[config.mk]
export PLATFORM = sky130hd
export DESIGN_NAME = regfile_sb
export DESIGN_NICKNAME = d
export VERILOG_FILES = /design/src/rtl/regfile_sb.sv
export SDC_FILE = /design/constraint.sdc
export NUM_CORES = 2
export LEC_CHECK = 0
export CORE_MARGIN = 2
export CORE_UTILIZATION = 60
export CTS_CLUSTER_SIZE = 10
export DETAILED_ROUTE_END_ITERATION = 16
export PLACE_DENSITY = 0.78
export SETUP_SLACK_MARGIN = 0.02
export SYNTH_ARGS = -nofsm -noshare
export SYNTH_HDL_FRONTEND = slang
export SYNTH_SLANG_ARGS = --single-unit
export TNS_END_PERCENT = 100
[constraint.sdc]
create_clock -name clk -period 96.8 [get_ports clk]
set_input_delay 19.36 -clock clk [delete_from_list [all_inputs] [get_ports clk]]
set_output_delay 19.36 -clock clk [all_outputs]
set_load 0.005 [all_outputs]
[src/rtl/regfile_sb.sv]
// Multi-port register file with a one-bit-per-register reservation scoreboard.
// Optional build macro REGFILE_BYPASS_EN forwards same-cycle writes to the read ports.
module regfile_sb #(
    parameter int XLEN  = 32,
    parameter int NREGS = 32,
    parameter int NRD   = 2,
    parameter int NWR   = 1,
    localparam int AW   = $clog2(NREGS)
) (
    input  logic                clk,
    input  logic                rst,
    input  logic [NRD*AW-1:0]   ra,
    output logic [NRD*XLEN-1:0] ra_d,
    output logic [NRD-1:0]      ra_busy,
    input  logic [NWR-1:0]      wr,
    input  logic [NWR*AW-1:0]   rd,
    input  logic [NWR*XLEN-1:0] rd_d,
    input  logic                rsv,
    input  logic [AW-1:0]       rsv_addr,
    output logic [NREGS-1:0]    busy_vec
);

    logic [XLEN-1:0]  regs [NREGS];
    logic [NREGS-1:0] busy;

    // Later loop iterations override earlier ones, so the highest-index write
    // port wins a collision and a reservation wins over a same-edge clear.
    always_ff @(posedge clk or posedge rst) begin
        if (rst) begin
            for (int unsigned n = 0; n < NREGS; n++) begin
                regs[n] <= '0;
            end
            busy <= '0;
        end else begin
            for (int unsigned j = 0; j < NWR; j++) begin
                if (wr[j] && (rd[j*AW +: AW] != '0)) begin
                    regs[rd[j*AW +: AW]] <= rd_d[j*XLEN +: XLEN];
                    busy[rd[j*AW +: AW]] <= 1'b0;
                end
            end
            if (rsv && (rsv_addr != '0)) begin
                busy[rsv_addr] <= 1'b1;
            end
        end
    end

    assign busy_vec = busy;

    for (genvar i = 0; i < NRD; i++) begin : g_rd
        logic [AW-1:0]   addr;
        logic [XLEN-1:0] stored;

        assign addr   = ra[i*AW +: AW];
        assign stored = (addr == '0) ? '0 : regs[addr];

`ifdef REGFILE_BYPASS_EN
        logic            hit;
        logic [XLEN-1:0] wdata;

        always_comb begin
            hit   = 1'b0;
            wdata = '0;
            for (int unsigned j = 0; j < NWR; j++) begin
                if (wr[j] && (rd[j*AW +: AW] == addr)) begin
                    hit   = 1'b1;
                    wdata = rd_d[j*XLEN +: XLEN];
                end
            end
            // Nothing is forwarded while in reset or for the hard-wired zero register.
            if (rst || (addr == '0)) begin
                hit = 1'b0;
            end
        end

        assign ra_d[i*XLEN +: XLEN] = hit ? wdata : stored;
        assign ra_busy[i]           = hit ? (rsv && (rsv_addr == addr)) : busy[addr];
`else
        assign ra_d[i*XLEN +: XLEN] = stored;
        assign ra_busy[i]           = busy[addr];
`endif
    end

endmodule

==> flow_summary.rst <==
.. list-table::
   :header-rows: 1

   * - Metric
     - Value
   * - Wire length of the first global-routing pass
     - around 260 mm
   * - Path category of the worst min-delay check
     - flip-flop to flip-flop
   * - Iteration-0 DRC count of the detailed router
     - 4248
   * - Htree depth
     - 3
   * - Number of hold buffers added after cts
     - 0
   * - VDD IR-drop max
     - ~0.014 mV
   * - Die outline width
     - around 310 microns
   * - Quantity of gates resized following cts
     - 0
   * - Initial cell density of the core
     - 0.602
   * - Placed Instances
     - between 4000 and 5000
   * - Vias
     - 37023
   * - Layout area overhead
     - 9.51%
   * - Register area share after synthesis
     - 0.472
   * - Post-synthesis average cell area
     - 15.0 sq um
   * - Root buffer cell
     - clkbuf_16
   * - Largest area contributor in the synthesized netlist
     - dfrtp_1
   * - Setup Viol. Count Final
     - 0
   * - Clock sinks
     - 1056
   * - Reg clk slew, reported paths
     - approximately 50 ps
   * - Final worst clock skew
     - 0 ps
   * - Top_reg_cell synth
     - dfrtp_1
   * - Number of placement rows
     - 112
   * - Status
     - completed
   * - Count of placed standard cells in the final layout, fillers left out
     - 4953
   * - Die area
     - 95700 sq um
   * - Max Freq
     - 23.3 MHz
   * - Routed wirelength normalized by instance count
     - around 35 microns
   * - Largest net degree at the start of global routing
     - 153
   * - First-pass detailed-route iteration total
     - 6
   * - Number of flops mapped to enable cells by yosys
     - 0
   * - Total congestion overflow after global routing
     - 0
   * - Final count of pins violating max slew
     - 0
   * - Final clock period utilization by the worst path
     - 0.444
   * - Final routed wirelength across all metal layers
     - between 150 and 200 mm
   * - Later-pin clock latency in the skew report
     - 690 ps
   * - Ranking of synthesized cells by area
     - dfrtp_1 (47%), mux2_2 (21%), mux4_2 (19%)
   * - WP buf/inv
     - 4
   * - Number of instances in the synthesized netlist
     - 3737
   * - Master of the slowest instance on the critical path
     - buf_4
   * - Least-Margin Pin Slew
     - 1280 ps
   * - Cell-by-cell trace of the critical path
     - buf_8 > buf_4 > buf_4 > mux2i_1 > a221oi_1 > o21ai_0 > a311oi_1 > clkdlybuf4s50_1
   * - Endpoint arrival time on the critical path
     - 23630 ps
   * - Final count of hold timing violations
     - 0
   * - Layout cells sized above 1
     - 0.487
   * - Pleak
     - 26.1 nW
   * - Final weighted congestion in routability-driven placement
     - 0.846
   * - Number of synthesized register bits
     - between 1000 and 1500
   * - Total Routing Usage GR
     - 0.372
   * - Kind of critical path
     - input pin to primary output
   * - Normalized max-slew margin
     - 0.142
   * - Fin crit period
     - 42990 ps
   * - Worst reg2reg path depth
     - 1
   * - Largest fanout of any net on the critical path
     - 67
   * - Die Ht
     - around 310 microns
   * - Net count reported at finish
     - between 3000 and 4000
   * - Clock tree from TritonCTS
     - done
   * - Depth of the critical timing path with buffers and inverters included
     - 8
   * - Number of max-cap violations
     - 0
   * - Count of different cell masters after synthesis
     - 35
   * - Placed wire-length estimate
     - 95.1 mm
   * - Leading cell types in the layout, fill and taps excluded
     - mux2_2 (1057), dfrtp_1 (1056), mux4_2 (468)
   * - Final Power
     - 1.25 mW
   * - RSZ-0062 raised after global routing
     - false
   * - Placeable Area
     - just over 90000 sq um
   * - Number of buffers added for setup after CTS
     - 0
   * - Worst hold path cell count
     - 0
   * - Library cell appearing most often on the critical path
     - buf_4
   * - Worst setup SP type
     - input pin
   * - Number of top-level design ports
     - 154
   * - Max Root-Sink Buffers
     - 3
   * - Post-detailed-route DRC marker count
     - 0
   * - Pwr Density
     - ~20 nW/um^2
   * - Top cell type's share of synthesized area
     - 0.472
   * - Setup TNS
     - 0 ps
   * - Maximum single-stage delay on the critical path
     - 890 ps
   * - Critical Path End Type
     - primary output
   * - Syn. warnings
     - 0
   * - Util after Layout
     - 0.660
   * - Post-detailed-route count of antenna-violating nets
     - 0
   * - I/O Buffers
     - 153
   * - Mapped Nets
     - roughly 3800
   * - Via-to-Cell Ratio
     - 7.47
   * - Vias in the first global route
     - between 30000 and 40000
   * - Critical path's top delay family
     - buffers and inverters
   * - Commonest non-fill, non-tap cell in the layout
     - mux2_2
   * - Worst hold margin
     - 395 ps
   * - Synthesized area
     - 56000 sq um
   * - Filler Cell Count
     - 6555
   * - Total clock buffers created by CTS
     - 118
   * - Async S/R FF share, synth
     - 1.00
   * - Number of antenna violations at the first check in global routing
     - 9
   * - Data required, critical path
     - 77440 ps
-- path summary, 6_finish.rpt --
path                                  from    endpoint  slack, ps
worst max-delay path                 ra[2]    ra_d[29]      53810
worst min-delay path            regs[1001]  regs[1001]        390
worst max register to register   regs[429]   regs[429]      95980
worst min register to register  regs[1001]  regs[1001]        390
max in group asynchronous              rst   regs[960]      74440
min in group asynchronous              rst  regs[1010]      19150
-- final cells by class --
cell class / count / area (sq um) / share of cell area
sequential: 1056 / 26400 / 0.431
multi-input combinational: 2243 / 27800 / 0.454
antenna: 6 / 15.0 / 0.000245
inverter: 3 / 22.5 / 0.000368
clock buffer: 147 / 3140 / 0.0513
tap: 1254 / 1570 / 0.0256
timing repair buffer: 240 / 2210 / 0.0361
clock inverter: 4 / 50.0 / 0.000817
-- power by group --
part	leakage, nW	internal, mW	total, mW	switching [mW]
Sequential	13.5	0.526	0.590	0.0644
Clock	1.56	0.223	0.397	0.174
Combinational	11.0	0.161	0.264	0.103
Total	26.1	0.910	1.25	0.341
-- cells by family (layout without fill, tap and decap cells) --
group                  after synthesis  in the layout  synth area share
muxes                             1654           1654             0.424
DFF                               1056           1056             0.472
buffers and inverters              438            394            0.0335
AOI/OAI and AO/OA                  411            411            0.0523
and+or+nand+nor                    178            178            0.0176
other                                0              6                 0
-- cells in the mapped netlist (all sizes together) (3+ instances only) --
cell type	n
mux2	1058
dfrtp	1056
mux4	468
clkbuf	253
buf	182
o21ai	136
mux2i	128
nor2b	68
a211oi	64
a22oi	64
a311oi	64
nand2	49
a221oi	48
nor2	20
o2111ai	16
a22o	15
nand3b	8
nor3b	7
nand3	4
o2bb2ai	4
or2	4
inv	3
nand4b	3
-- metal layers --
metal,routed length [microns],global-route usage,share of wire,vias up
met5,56,0,0.00032,-
met4,10400,0.196,0.059,8
met3,17600,0.0925,0.10,609
met2,80800,0.570,0.46,2213
met1,66600,0.498,0.38,19853
li1,-,-,-,14340
-- stage by stage --
| stage | setup WS [ps] | cell area [sq um] |
|---|---|---|
| 2_1_floorplan | 47720 | 56000 |
| 3_3_place_gp | 53910 | 58100 |
| 3_5_place_dp | 53890 | 58100 |
| 4_1_cts | 53870 | 61300 |
| 5_1_grt | 53700 | 61300 |
| 6_report | 53810 | 61300 |
-- registers in the layout, summed over array words and instances (netlist names) --
| signal | count |
|---|---|
| busy_vec | 32 |
| regs | 1024 |
Power figures use the tool's default switching activity.
